[config.mk]
export PLATFORM = sky130hd
export DESIGN_NAME = tone_sample_generator
export DESIGN_NICKNAME = d
export VERILOG_FILES = /design/src/rtl/tone_pkg.sv /design/src/rtl/tone_dds_core.sv /design/src/rtl/tone_sample_generator.sv
export SDC_FILE = /design/constraint.sdc
export NUM_CORES = 1
export LEC_CHECK = 0
export ABC_AREA = 1
export BUFFER_PORTS_ARGS = -buffer_cell sky130_fd_sc_hd__buf_2
export CAP_MARGIN = 40
export CELL_PAD_IN_SITES_DETAIL_PLACEMENT = 0
export CELL_PAD_IN_SITES_GLOBAL_PLACEMENT = 2
export CORE_MARGIN = 2
export CORE_UTILIZATION = 35
export CTS_CLUSTER_SIZE = 24
export DETAILED_ROUTE_END_ITERATION = 8
export PLACE_DENSITY_LB_ADDON = 0.1
export SKIP_CTS_REPAIR_TIMING = 1
export SYNTH_ARGS = -nofsm -noshare
export SYNTH_HDL_FRONTEND = slang
export SYNTH_SLANG_ARGS = --single-unit
[constraint.sdc]
create_clock -name clock_50Mhz -period 3.1 [get_ports clock_50Mhz]
set_clock_uncertainty 0.05 [all_clocks]
set_input_delay 0.155 -clock clock_50Mhz [delete_from_list [all_inputs] [get_ports clock_50Mhz]]
set_output_delay 0.155 -clock clock_50Mhz [all_outputs]
set_load 0.05 [all_outputs]
[src/rtl/tone_pkg.sv]
// Shared types, constants and helpers for the tone sample generator.
package tone_pkg;

    localparam logic [11:0] MIDSCALE   = 12'd2048;
    localparam logic [2:0]  SILENT_KEY = 3'd7;

    // Phase increments for C4..A4 with a 40 kHz sample rate and a 24-bit accumulator
    localparam logic [23:0] PINC [6] = '{24'd109734, 24'd123172, 24'd138253,
                                         24'd146477, 24'd164415, 24'd184549};

    typedef enum logic [1:0] {
        IDLE      = 2'd0,
        REQ       = 2'd1,
        WAIT_DONE = 2'd2
    } tone_tx_state_t;

    function automatic logic [23:0] phaseInc(input logic [2:0] key);
        case (key)
            3'd0:    phaseInc = PINC[0];
            3'd1:    phaseInc = PINC[1];
            3'd2:    phaseInc = PINC[2];
            3'd3:    phaseInc = PINC[3];
            3'd4:    phaseInc = PINC[4];
            3'd5:    phaseInc = PINC[5];
            default: phaseInc = 24'd0;
        endcase
    endfunction

    function automatic logic [2:0] lowestKey(input logic [5:0] keys);
        casez (keys)
            6'b?????1: lowestKey = 3'd0;
            6'b????10: lowestKey = 3'd1;
            6'b???100: lowestKey = 3'd2;
            6'b??1000: lowestKey = 3'd3;
            6'b?10000: lowestKey = 3'd4;
            6'b100000: lowestKey = 3'd5;
            default:   lowestKey = SILENT_KEY;
        endcase
    endfunction

endpackage

[src/rtl/tone_dds_core.sv]
// Phase accumulator with key-change reload and triangle mapping; the
// triangle output reflects the phase that the next tick will store.
module tone_dds_core
    import tone_pkg::*;
#(
    parameter int PHASE_W = 24
)
(
    input  logic        clock_50Mhz,
    input  logic        reset_n,
    input  logic        tick,
    input  logic        reload,
    input  logic [2:0]  keySel,
    output logic [11:0] triNext
);

    // Quarter-turn start point maps to midscale on the rising slope
    localparam logic [PHASE_W-1:0] RELOAD_PHASE = PHASE_W'(1) << (PHASE_W - 2);

    logic [PHASE_W-1:0] phase_r;
    logic [PHASE_W-1:0] phaseNext_s;
    logic [12:0]        phaseTop_s;

    // Next phase: reload on key change, otherwise advance (silence adds zero)
    always_comb begin
        phaseNext_s = phase_r;
        if (reload) begin
            phaseNext_s = RELOAD_PHASE;
        end else begin
            phaseNext_s = phase_r + PHASE_W'(phaseInc(keySel));
        end
    end

    assign phaseTop_s = phaseNext_s[PHASE_W-1 -: 13];
    assign triNext    = phaseTop_s[12] ? ~phaseTop_s[11:0] : phaseTop_s[11:0];

    // Phase register, stepped once per sample tick
    always_ff @(posedge clock_50Mhz or negedge reset_n) begin
        if (!reset_n) begin
            phase_r <= RELOAD_PHASE;
        end else if (tick) begin
            phase_r <= phaseNext_s;
        end
    end

endmodule

[src/rtl/tone_sample_generator.sv]
// Key-driven triangle tone source handing samples to the DAC SPI controller.
// Optional attack/release envelope is enabled by defining TONE_ENVELOPE_EN.
module tone_sample_generator
    import tone_pkg::*;
#(
    parameter int SAMPLE_DIV = 1250,
    parameter int PHASE_W    = 24
`ifdef TONE_ENVELOPE_EN
    ,
    parameter int ENV_STEP   = 40
`endif
)
(
    input  logic        clock_50Mhz,
    input  logic        reset_n,
    input  logic [5:0]  input_KeyPressed,
    input  logic        dac_isBusy,
    input  logic        dac_transmitComplete,
    output logic [11:0] outputSample,
    output logic        sendSample_n,
    output logic [2:0]  activeKey,
    output logic [7:0]  overrunCount
);

    localparam int CNT_W = (SAMPLE_DIV > 1) ? $clog2(SAMPLE_DIV) : 1;

    logic [CNT_W-1:0] tickCount_r;
    logic             tick_s;
    logic [2:0]       keySel_s;
    logic [2:0]       soundKey_s;
    logic             reload_s;
    logic [11:0]      triNext_s;
    logic [11:0]      sampleNext_s;
    logic [11:0]      outputSample_r;
    logic [2:0]       activeKey_r;
    logic [7:0]       overrunCount_r;
    logic             sendSample_n_r;
    tone_tx_state_t   state_r;
    tone_tx_state_t   stateNext_s;

    // Sample-rate divider
    always_ff @(posedge clock_50Mhz or negedge reset_n) begin
        if (!reset_n) begin
            tickCount_r <= {CNT_W{1'b0}};
        end else if (tick_s) begin
            tickCount_r <= {CNT_W{1'b0}};
        end else begin
            tickCount_r <= tickCount_r + CNT_W'(1);
        end
    end

    assign tick_s   = (tickCount_r == CNT_W'(SAMPLE_DIV - 1));
    assign keySel_s = lowestKey(input_KeyPressed);

`ifdef TONE_ENVELOPE_EN
    logic [7:0]         gain_r;
    logic [15:0]        envCount_r;
    logic signed [12:0] triDiff_s;
    logic signed [21:0] scaled_s;

    // Released notes keep sounding on the old key until the gain reaches zero
    always_comb begin
        if (keySel_s != SILENT_KEY) begin
            soundKey_s = keySel_s;
        end else if (gain_r != 8'd0) begin
            soundKey_s = activeKey_r;
        end else begin
            soundKey_s = SILENT_KEY;
        end
        reload_s     = (soundKey_s != activeKey_r) && (gain_r == 8'd0);
        triDiff_s    = $signed({1'b0, triNext_s}) - 13'sd2048;
        scaled_s     = (triDiff_s * $signed({1'b0, gain_r})) >>> 8;
        sampleNext_s = 12'(22'sd2048 + scaled_s);
    end

    // Gain ramps up while a key is held and down during release
    always_ff @(posedge clock_50Mhz or negedge reset_n) begin
        if (!reset_n) begin
            gain_r     <= 8'd0;
            envCount_r <= 16'd0;
        end else if (tick_s) begin
            if (envCount_r == 16'(ENV_STEP - 1)) begin
                envCount_r <= 16'd0;
                if (keySel_s != SILENT_KEY) begin
                    if (gain_r != 8'd255) begin
                        gain_r <= gain_r + 8'd1;
                    end
                end else if (gain_r != 8'd0) begin
                    gain_r <= gain_r - 8'd1;
                end
            end else begin
                envCount_r <= envCount_r + 16'd1;
            end
        end
    end
`else
    // Full-scale output; silence is midscale immediately
    always_comb begin
        soundKey_s = keySel_s;
        reload_s   = (soundKey_s != activeKey_r);
        if (soundKey_s == SILENT_KEY) begin
            sampleNext_s = MIDSCALE;
        end else begin
            sampleNext_s = triNext_s;
        end
    end
`endif

    tone_dds_core #(
        .PHASE_W (PHASE_W)
    ) u_ddsCore (
        .clock_50Mhz (clock_50Mhz),
        .reset_n     (reset_n),
        .tick        (tick_s),
        .reload      (reload_s),
        .keySel      (soundKey_s),
        .triNext     (triNext_s)
    );

    // Handshake next-state
    always_comb begin
        stateNext_s = state_r;
        case (state_r)
            IDLE: begin
                if (tick_s) stateNext_s = REQ;
                else        stateNext_s = IDLE;
            end
            REQ: begin
                if (dac_isBusy) stateNext_s = WAIT_DONE;
                else            stateNext_s = REQ;
            end
            WAIT_DONE: begin
                if (dac_transmitComplete) stateNext_s = IDLE;
                else                      stateNext_s = WAIT_DONE;
            end
            default: stateNext_s = IDLE;
        endcase
    end

    // State, request strobe, sample latch and overrun accounting
    always_ff @(posedge clock_50Mhz or negedge reset_n) begin
        if (!reset_n) begin
            state_r        <= IDLE;
            sendSample_n_r <= 1'b1;
            outputSample_r <= MIDSCALE;
            activeKey_r    <= SILENT_KEY;
            overrunCount_r <= 8'd0;
        end else begin
            state_r        <= stateNext_s;
            sendSample_n_r <= (stateNext_s != REQ);
            if (tick_s) begin
                activeKey_r <= soundKey_s;
                if (state_r == IDLE) begin
                    outputSample_r <= sampleNext_s;
                end else if (overrunCount_r != 8'd255) begin
                    overrunCount_r <= overrunCount_r + 8'd1;
                end
            end
        end
    end

    assign outputSample = outputSample_r;
    assign sendSample_n = sendSample_n_r;
    assign activeKey    = activeKey_r;
    assign overrunCount = overrunCount_r;

endmodule

Word level (Yosys, flattened, before mapping)

Cells that the tools add are included.

Add/subtract/negate cells: 3
Equality and inequality tests: 17
Mux-type cells: 11
Bitwise gates (word level): 2
Reduce and logical (&&, ||, !) cells: 4

Operators by type and width:

| kind                                           | count |
|---|---|
| case mux 18 bit (6 select lines)               | 1 |
| 2-to-1 mux 24 bit                              | 2 |
| adder 24 bit                                   | 1 |
| 2-to-1 mux 12 bit                              | 2 |
| case mux 3 bit (6 select lines)                | 1 |
| == test 3 bit (second input constant)          | 4 |
| NOT 12 bit                                     | 1 |
| adder 11 x 1 -> 11 bit (second input constant) | 1 |
| == test 11 bit (second input constant)         | 1 |
| 2-to-1 mux 11 bit                              | 1 |
| adder 8 x 1 -> 8 bit (second input constant)   | 1 |
| inequality test 8 bit (second input constant)  | 1 |
| == test 3 x 2 -> 1 bit (second input constant) | 2 |
| == test 6 bit (second input constant)          | 1 |
| case mux 2 bit (3 select lines)                | 1 |
| == test 5 bit (second input constant)          | 1 |
| == test 2 bit (second input constant)          | 2 |
| == test 4 bit (second input constant)          | 1 |
| 2-to-1 mux 2 bit                               | 2 |
| == test 3 x 1 -> 1 bit (second input constant) | 1 |
| zero test 3 bit                                | 1 |
| inequality test 3 bit                          | 1 |
| AND reduction 3 bit                            | 1 |
| == test 2 x 1 -> 1 bit (second input constant) | 1 |
| 5 further kinds                                | 5 |

Bits in registers: 61
Input bits: 10
Word-level logic and storage cells: 44

Longest topological paths before layout

Gate-level depths: netlist (run 1).

Word-level depth: 10
Depth in mapped cells: 28
Mapped depth without buffers: 28

Modules after synthesis

From an unflattened synthesis (run 1), not the netlist that was laid out.

Cells, all modules: 702
Area total of the unflattened synthesis: 4,682.0 sq um

Modules (own cells, without submodules):

| module                | instances | cells each | area each (sq um) | seq. area each (sq um) |
|---|---|---|---|---|
| tone_dds_core         | 1         | 450        | 2,701.3           | 601.8 |
| tone_sample_generator | 1         | 252        | 1,980.6           | 932.1 |

Worst setup path before layout (run 1)

Ideal clock, no wire load.

Path kind: input port to flip-flop
Start: in input_KeyPressed[3]
End: reg outputSample_r[9] (netlist: outputSample[9])
Setup time: 118 ps
Arrival: 2,996 ps
Data required time: 2,932 ps
Setup slack: -64 ps
Stages on the path: 25
Cells stage by stage: nor2_1 nand3_2 ha_1 nand2_2 nand3_1 nor2_1 inv_1 nor2_1 nor2_1 nand2_1 inv_1 o21ai_0 ha_1 nand2_1 nor2_1 nand2_1 nor2_1 nand2_1 nand3_1 nand2_1 nand3_4 buf_6 nand2_1 nand3_1 nand2_1

Longest elaborated chain between the ends: 10
Elaborated cells on any way between the ends: 19
Those cells by class: 1 x add/sub; 10 x eq/ne; 6 x mux; 1 x bitwise; 1 x reduce/logical

RTL lines:

| item                                        | line                         | text |
|---|---|---|
| start, declared                             | tone_sample_generator.sv:16  | `input logic [5:0] input_KeyPressed,` |
| == test 6 bit, or another cell as far along | tone_pkg.sv:30               | `casez (keys)` |
| case mux 3 bit (6 select lines) (*)         | tone_pkg.sv:30               |  |
| == test 3 bit, or another cell as far along | tone_pkg.sv:18               | `case (key)` |
| case mux 18 bit (6 select lines)            | tone_pkg.sv:18               |  |
| 2-to-1 mux 24 bit                           | tone_dds_core.sv:27          | `if (reload) begin` |
| adder 24 bit                                | tone_dds_core.sv:30          | `phaseNext_s = phase_r + PHASE_W'(phaseInc(keySel));` |
| 2-to-1 mux 24 bit                           | tone_dds_core.sv:27          |  |
| NOT 12 bit                                  | tone_dds_core.sv:35          | `assign triNext = phaseTop_s[12] ? ~phaseTop_s[11:0] : phaseTop_s[11:0];` |
| 2-to-1 mux 12 bit                           | tone_dds_core.sv:35          |  |
| 2-to-1 mux 12 bit (*)                       | tone_sample_generator.sv:101 | `if (soundKey_s == SILENT_KEY) begin` |
| end signal, assigned                        | tone_sample_generator.sv:154 | `outputSample_r <= sampleNext_s;` |
| end, declared                               | tone_sample_generator.sv:34  | `logic [11:0] outputSample_r;` |

Every way passes the cells marked *; elsewhere a longest branch is shown, timed or not. The select of a mux whose other input is x is not followed.
A chain may end at the register's enable or synchronous reset.

Worst setup path in the final report (run 1)

Start: in input_KeyPressed[3]
End: reg outputSample_r[3] (netlist: outputSample[3])

Same word-level chain as after synthesis.

==> flow_metrics.py, run 1 <==
metrics = {
    "finish": {
        "syn_to_final_growth_pct": 42.8,
        "final_common_cell": "nand2_1",
        "nets": 830,
        "layout_common_cells": "183 x nand2_1, 100 x inv_1, 84 x buf_4",
        "drive_above_1_share": 0.320,
        "nFillCells": 1301,
        "num_antenna_cells": 0,
        "finalNonFillerCells": 972,
    },
    "drt": {
        "wire_per_inst_um": 13.8,
        "firstDrtPassIters": 4,
        "routed_via_density": 4.69,
        "drt-initial-drc-count": 170,
        "drcViolationCount": 0,
        "ant_nets": 0,
        "wirelength_um": 13500,
        "vias": 4557,
    },
    "place": {
        "dp_hpwl_um": 10100,
        "place_ws_ns": -0.524,
        "placedCellCount": 947,
        "io_buffer_count": 33,
        "gp_congestion": 0.884,
    },
    "yosys": {
        "synthDistinctLibCells": 37,
        "synth_nets": 702,
        "yosys.area_share.simple": 0.376,
        "synthAdderAreaFrac": 0.0719,
        "ys.flop_type": "dfrtp_1",
        "synth_compound_area_frac": 0.0688,
        "synth-seq-cells": 61,
        "seq_area_frac_synth": 0.344,
        "synth_edf_count": 0,
        "yosys_warnings": 0,
        "syn_area_um2": 4460,
        "synth_top_family_by_area": "simple AND/OR/NAND/NOR gates",
        "synth_xor_area_frac": 0.0354,
        "syn-instance-count": 667,
        "avgSynthCellArea_um2": 6.68,
        "async_flop_share": 1.00,
        "synthMuxAreaShare": 0.00253,
    },
    "timing": {
        "min_period_ns": 3.01,
        "slew_viol_final": 0,
        "rsz0062_at_grt": "yes",
        "period_share": 0.972,
        "slew_headroom": 0.445,
        "hold_ws_ns": -0.0624,
        "finalHoldViolations": 55,
        "fin_setup_tns_ns": 0,
        "setup_ws_ns": 0.0856,
        "fmax_mhz": 332,
        "setup_viol": 0,
        "tightest_slew_ns": 0.832,
    },
    "floorplanning": {
        "die-area_um2": 13700,
        "ios": 34,
        "start_util": 0.356,
        "fp.dieH_um": 117,
        "coreArea_um2": 12500,
        "num_rows": 41,
        "die_x_um": 117,
    },
    "critical_path": {
        "cp_max_fo": 7,
        "crit_arrival_ns": 3.19,
        "r2r_cells": 11,
        "reg2reg_from": "tickCount_r[1]",
        "end_kind": "flip-flop",
        "crit_start": "input_KeyPressed[3]",
        "critPathKind": "primary input to flip-flop",
        "required_ns": 3.28,
        "cp-start-kind": "primary input",
    },
    "hold_path": {
        "hold_path_class": "primary input to asynchronous set/reset pin",
    },
    "clocking": {
        "cts_root_buf": "clkbuf_16",
        "numClockSinks": 61,
        "cts_buffer_depth": 2,
        "cts_buffers": 9,
        "clk_pin_slew_worst_paths_ns": 0.06,
        "insertion_delay_ns": 0.35,
        "cts_tree": "yes",
        "htreeDepth": 3,
    },
    "power_and_ir_drop": {
        "power_leakage_nw": 3.29,
        "powerDensity_nw_per_um2": 474,
        "ir_drop_v": 0.000282,
        "p_total_w": 0.00302,
    },
    "global_routing": {
        "grt_pass1_vias": 4419,
        "grt_max_degree": 62,
        "grt_pass1_wl_um": 21700,
        "grtUsageTotal": 0.210,
        "overflow": 0,
        "antenna_found_initial": 0,
    },
    "status": {
        "violations": "negative hold slack",
        "outcome": "finished, violations left",
    },
    "job": {
        "drv_cap": 0,
    },
}
[state kept, by name, summed over array words and instances (netlist names)]
signal and count:
overrunCount 8, state_r 2, u_ddsCore.phase_r 24, sendSample_n 1
outputSample 12, activeKey 3, tickCount_r 11
[where the power goes]
part	leakage [nW]	switching (W)	total [W]	internal, W
Combinational	2.48	0.000558	0.00101	0.000456
Sequential	0.639	0.00000157	0.000802	0.000801
Clock	0.162	0.000412	0.00120	0.000789
Total	3.29	0.000971	0.00302	0.00205
[synth_stat cells (3+ instances only)]
master / n / area share
a21oi_1: 28 / 0.031
buf_2: 4 / 0.0045
dfrtp_1: 55 / 0.31
dfstp_2: 6 / 0.035
ha_1: 24 / 0.067
inv_1: 105 / 0.088
nand2_1: 216 / 0.18
nand2_2: 3 / 0.0042
nand3_1: 45 / 0.051
nand3b_1: 10 / 0.017
nand4_1: 8 / 0.011
nor2_1: 80 / 0.067
nor3_1: 13 / 0.015
o21ai_0: 23 / 0.026
o21ai_1: 3 / 0.0034
or2_2: 3 / 0.0042
xnor2_1: 10 / 0.020
xor2_1: 8 / 0.016
[worst max-delay path: stages]
cell and delay (ns):
buf_2 0.12, buf_4 0.14, o21ai_4 0.19, ha_4 0.17
nand2_4 0.06, buf_4 0.16, nand2_2 0.10, nor2_4 0.05
nor2_4 0.12, nand2_2 0.09, clkinv_4 0.09, a21oi_2 0.04
buf_4 0.14, ha_1 0.32, nand2_1 0.08, nor2_1 0.18
nand3_2 0.12, nand2_4 0.11, nand2_2 0.07, nand4_1 0.13
nand3_4 0.16, clkbuf_16 0.21, nor2_1 0.09, o21ai_1 0.08
[area by class of cell]
| class | count | area (um^2) | area share |
|---|---|---|---|
| clock buffer | 9 | 225 | 0.0354 |
| sequential | 61 | 1530 | 0.241 |
| timing repair buffer | 125 | 920 | 0.144 |
| tap | 172 | 215 | 0.0338 |
| inverter | 107 | 409 | 0.0643 |
| multi-input combinational | 491 | 2940 | 0.462 |
| clock inverter | 7 | 123 | 0.0193 |
[layer usage]
layer	global-route usage	up-vias	routed length, um
met5	0	-	0
met1	0.276	2125	6360
met3	0.0433	19	508
met4	0.0714	0	282
li1	-	2351	-
met2	0.345	62	6310
[per-stage QoR]
stage | instance area (um^2) | hold WS (ns) | utilization
5_1_grt | 6370 | 0.0157 | 0.509
3_3_place_gp | 5430 | 0.286 | 0.434
2_1_floorplan | 4460 | -0.191 | -
4_1_cts | 5780 | -0.0788 | 0.461
6_report | 6370 | -0.0624 | 0.509
3_5_place_dp | 5430 | 0.293 | 0.434
[logic make-up (layout without fill, tap and decap cells)]
family / after synthesis / count (layout)
AO/OA/AOI/OAI: 59 / 59
XOR/XNOR: 18 / 18
adder cells (fa/ha/maj): 25 / 25
buffers and inverters: 115 / 248
flip-flops: 61 / 61
multiplexers: 1 / 1
AND/OR/NAND/NOR: 388 / 388
[final timing paths]
path	endpoint	slack [ns]
min in group clock_50Mhz	state_r[1]	0
min reg2reg	outputSample[8]	0.42
max in group asynchronous	u_ddsCore.phase_r[18]	2.51
max	outputSample[3]	0.09
min	u_ddsCore.phase_r[6]	-0.06
max reg2reg	outputSample[11]	0.85
Power figures use the tool's default switching activity.
==> run 2: changes to the inputs <==
CTS_BUF_LIST = sky130_fd_sc_hd__clkbuf_8   (was default)
==> flow_metrics.py, run 2 (synthesis results as in run 1) <==
metrics = {
    "hold_path": {
        "holdPathEnd": "state_r[0]",
        "hold_path_class": "primary input to flip-flop",
        "hold_path_depth": 3,
        "min_from": "dac_isBusy",
    },
    "clocking": {
        "numClockSinks": 61,
        "cts_buffers": 9,
        "clk_pin_slew_worst_paths_ns": 0.08,
        "cts_buffer_depth": 2,
        "cts_root_buf": "clkbuf_8",
        "htreeDepth": 3,
        "cts_tree": "yes",
        "insertion_delay_ns": 0.37,
    },
    "critical_path": {
        "crit_arrival_ns": 3.25,
        "rrSetupSlack_ns": 0.85,
        "reg2reg_from": "tickCount_r[1]",
        "cp-start-kind": "primary input",
        "r2r_cells": 11,
        "path_delay_family": "simple AND/OR/NAND/NOR gates",
        "crit_slowest_cell": "ha_1",
        "required_ns": 3.34,
        "end_kind": "flip-flop",
        "crit_start": "input_KeyPressed[3]",
        "worstReg2RegEnd": "outputSample[11]",
        "critPathKind": "primary input to flip-flop",
        "max_stage_delay_ns": 0.32,
        "worst_path_most_repeated_cell": "nand2_1",
        "cp_max_fo": 7,
        "worst-path-buf-inv": 6,
    },
    "floorplanning": {
        "coreArea_um2": 12500,
        "ios": 34,
        "die_x_um": 117,
        "fp.dieH_um": 117,
        "die-area_um2": 13700,
        "start_util": 0.356,
        "num_rows": 41,
    },
    "power_and_ir_drop": {
        "powerDensity_nw_per_um2": 436,
        "ir_drop_v": 0.000246,
        "power_leakage_nw": 3.24,
    },
    "finish": {
        "nets": 831,
        "drive_above_1_share": 0.310,
        "finalNonFillerCells": 973,
        "syn_to_final_growth_pct": 40.2,
        "largest_reg_flops": 24,
        "layout_common_cells": "188 x nand2_1, 99 x inv_1, 86 x buf_4",
        "design_area_um2": 6250,
        "num_antenna_cells": 0,
        "final_common_cell": "nand2_1",
        "nFillCells": 1312,
        "final_util": 0.499,
        "top_register": "u_ddsCore.phase_r",
    },
    "global_routing": {
        "overflow": 0,
        "antenna_found_initial": 0,
        "grt_pass1_wl_um": 21600,
        "grtUsageTotal": 0.209,
        "grt_pass1_vias": 4407,
        "grt_max_degree": 62,
    },
    "timing": {
        "fmax_mhz": 332,
        "slew_viol_final": 0,
        "slew_headroom": 0.442,
        "period_share": 0.971,
        "rsz0062_at_grt": "yes",
        "min_period_ns": 3.01,
        "finalHoldViolations": 0,
        "setup_viol": 0,
        "tightest_slew_ns": 0.837,
    },
    "job": {
        "drv_cap": 0,
    },
    "place": {
        "dp_hpwl_um": 10100,
        "io_buffer_count": 33,
        "gp_congestion": 0.884,
        "post_dp_cell_area_um2": 5430,
        "placedCellCount": 947,
    },
    "drt": {
        "drcViolationCount": 0,
        "firstDrtPassIters": 4,
        "drt-initial-drc-count": 201,
        "vias": 4549,
        "wire_per_inst_um": 13.7,
        "wirelength_um": 13400,
        "routed_via_density": 4.68,
        "ant_nets": 0,
    },
    "status": {
        "outcome": "completed",
    },
}
[run 2: cell types whose count changed in the layout (fill, tap and decap cells not counted), moves of 2 or more]
cell and change:
a21oi_2 -2, buf_4 +2, buf_6 -3, clkbuf_16 -9
clkbuf_8 +9, dlygate4sd3_1 +2, nand2_1 +5, nand2_2 -6
[run 2: how the worst max path moves through the flow]
stage	endpoint	cells past startpoint	slack, ns
after global placement	outputSample[7]	29	-0.43
after CTS	u_ddsCore.phase_r[17]	26	-0.16
after global routing	outputSample[2]	27	-0.11
after floorplan	outputSample[9]	26	0.03
after detailed placement	u_ddsCore.phase_r[17]	26	-0.52
final	outputSample[3]	26	0.09
[run 2: stage by stage]
step                      power [W]  hold slack [ns]  TNS (ns)  setup slack [ns]
after floorplan             0.00128           -0.191         0            0.0326
after global placement      0.00166            0.286     -7.98            -0.428
after detailed placement    0.00166            0.293    -10.24            -0.524
after CTS                   0.00259           -0.115     -1.42            -0.159
after global routing        0.00290           0.0230     -1.14            -0.112
final                       0.00273           0.0143         0            0.0891
[run 2: power breakdown]
part	total (W)	switching, W	leakage, nW	internal (W)
registers	0.000801	0.00000156	0.639	0.000800
logic	0.00101	0.000554	2.49	0.000454
clock network	0.000916	0.000378	0.116	0.000538
[run 2: area by class of cell]
class | count | area [um^2] | share of cell area
tap | 172 | 215 | 0.0344
sequential | 61 | 1530 | 0.245
multi-input combinational | 491 | 2920 | 0.468
clock inverter | 7 | 123 | 0.0196
clock buffer | 9 | 124 | 0.0198
inverter | 107 | 409 | 0.0655
timing repair buffer | 126 | 921 | 0.147
[run 2: layer usage]
layer,part of all wire,up-vias,global-route usage
li1,-,2345,-
met1,0.48,2131,0.277
met2,0.47,55,0.344
met3,0.027,18,0.0386
met4,0.020,0,0.0714
met5,0,-,0
[run 2: tightest hold or removal path: stages]
cell,delay (ns)
buf_2,0.09
nand3b_1,0.09
nand2_1,0.06
==> run 3: changes to the inputs <==
CORE_UTILIZATION = 32   (was 35)
clock period = 2.5 ns   (was 3.1 ns; I/O delays follow)
==> flow_metrics.py, run 3 (synthesis results as in run 1) <==
metrics = {
    "critical_path": {
        "crit_arrival_ns": 3.07,
        "cp-start-kind": "primary input",
        "cp_max_fo": 7,
        "critPathKind": "primary input to flip-flop",
        "crit_slowest_cell": "ha_4",
        "reg2reg_from": "u_ddsCore.phase_r[6]",
        "worst_path_most_repeated_cell": "nand2_2",
        "rrSetupSlack_ns": 0.36,
        "required_ns": 2.69,
        "r2r_cells": 14,
        "max_stage_delay_ns": 0.21,
        "worstReg2RegEnd": "u_ddsCore.phase_r[20]",
        "end_kind": "flip-flop",
        "worst-path-buf-inv": 6,
        "path_delay_family": "simple AND/OR/NAND/NOR gates",
    },
    "global_routing": {
        "grt_max_degree": 37,
        "grtUsageTotal": 0.187,
        "overflow": 0,
        "grt_pass1_wl_um": 21400,
        "grt_pass1_vias": 4312,
        "antenna_found_initial": 0,
    },
    "place": {
        "io_buffer_count": 33,
        "placedCellCount": 954,
        "place_ws_ns": -0.845,
        "gp_congestion": 0.944,
        "dp_hpwl_um": 10400,
    },
    "drt": {
        "top_layer": "met4",
        "ant_nets": 0,
        "dr_wl_met3_um": 428,
        "routed_via_density": 4.60,
        "firstDrtPassIters": 4,
        "drcViolationCount": 0,
        "wire_per_inst_um": 13.6,
        "wirelength_um": 13400,
        "vias": 4515,
        "wirelength_met1_um": 6430,
        "drt-initial-drc-count": 274,
        "met2WireLength_um": 6320,
    },
    "finish": {
        "finalNonFillerCells": 982,
        "nFillCells": 1454,
        "num_antenna_cells": 0,
        "final_common_cell": "nand2_1",
        "largest_reg_flops": 24,
        "drive_above_1_share": 0.327,
        "layout_common_cells": "181 x nand2_1, 100 x inv_1, 86 x buf_4",
        "nets": 832,
        "final_util": 0.461,
        "syn_to_final_growth_pct": 41.8,
        "top_register": "u_ddsCore.phase_r",
    },
    "clocking": {
        "clk_pin_slew_worst_paths_ns": 0.07,
        "cts_root_buf": "clkbuf_8",
        "cts_buffer_depth": 2,
        "cts_tree": "yes",
        "htreeDepth": 3,
        "cts_buffers": 9,
        "insertion_delay_ns": 0.35,
        "numClockSinks": 61,
    },
    "floorplanning": {
        "ios": 34,
        "num_rows": 43,
        "coreArea_um2": 13700,
        "fp.dieH_um": 122,
        "start_util": 0.325,
        "die_x_um": 122,
        "die-area_um2": 14900,
    },
    "timing": {
        "fin_setup_tns_ns": -7.68,
        "slew_headroom": 0.516,
        "slew_viol_final": 0,
        "setup_viol": 31,
        "tightest_slew_ns": 0.725,
        "setup_ws_ns": -0.383,
        "min_period_ns": 2.88,
        "period_share": 1.15,
        "finalHoldViolations": 0,
        "rsz0062_at_grt": "yes",
        "fmax_mhz": 347,
    },
    "power_and_ir_drop": {
        "p_total_w": 0.00318,
        "ir_drop_v": 0.000262,
        "powerDensity_nw_per_um2": 503,
        "power_leakage_nw": 3.25,
    },
    "status": {
        "violations": "negative setup slack",
        "outcome": "finished, violations left",
    },
    "job": {
        "drv_cap": 0,
    },
    "hold_path": {
        "hold_path_depth": 3,
        "min_from": "dac_isBusy",
        "hold_path_class": "primary input to flip-flop",
        "holdPathEnd": "state_r[0]",
    },
}
==> run 3: changes by cell type in the layout (fill, tap and decap cells not counted), moves of 3 or more <==
cell	before	now
o21ai_0	19	9
o21ai_1	5	14
nand2_1	188	181
nand2_2	24	30
nor2_4	7	12
nor2_1	61	58
==> run 3: stage by stage <==
step	hold WS [ns]	area [um^2]
after floorplan	-0.221	4540
after CTS	-0.212	5720
after detailed placement	0.180	5510
after global routing	0.0165	6320
after global placement	0.171	5510
final	0.00629	6320
==> run 3: how the worst max path moves through the flow <==
stage / slack (ns) / end / start / cells past startpoint
3_3_place_gp: -0.86 / outputSample[10] / input_KeyPressed[3] / 23
3_5_place_dp: -0.84 / u_ddsCore.phase_r[17] / input_KeyPressed[3] / 24
4_1_cts: -0.47 / u_ddsCore.phase_r[17] / input_KeyPressed[3] / 24
5_1_grt: -0.57 / outputSample[1] / input_KeyPressed[1] / 26
6_report: -0.38 / outputSample[7] / input_KeyPressed[1] / 27
2_1_floorplan: -0.43 / outputSample[3] / input_KeyPressed[0] / 24
==> run 3: area by class of cell <==
class / count / area, um^2 / share of cell area
Clock buffer: 11 / 151 / 0.0240
Timing Repair Buffer: 127 / 922 / 0.146
Tap cell: 180 / 225 / 0.0356
Multi-Input combinational cell: 491 / 3020 / 0.478
Inverter: 107 / 412 / 0.0651
Sequential cell: 61 / 1530 / 0.243
Clock inverter: 5 / 52.6 / 0.00831
==> run 3: report_power, final <==
part           leakage, nW  switching (W)  internal, W
clock                0.104       0.000408     0.000508
sequential           0.639     0.00000213     0.000992
combinational         2.51       0.000706     0.000562
total                 3.25        0.00112      0.00206
==> run 3: per-layer routing <==
layer,vias up,GRT usage
li1,2341,-
met1,2104,0.260
met2,60,0.299
met3,10,0.0300
met4,0,0.0575
met5,-,0
==> run 3: worst reg2reg max path: cells and delay by family (launching register included) <==
| kind | cells | cell delay, ns |
|---|---|---|
| AO/OA/AOI/OAI | 1 | 0.11 |
| adder cells (fa/ha/maj) | 1 | 0.34 |
| buffers and inverters | 3 | 0.37 |
| flip-flops | 1 | 0.39 |
| AND/OR/NAND/NOR | 9 | 0.82 |
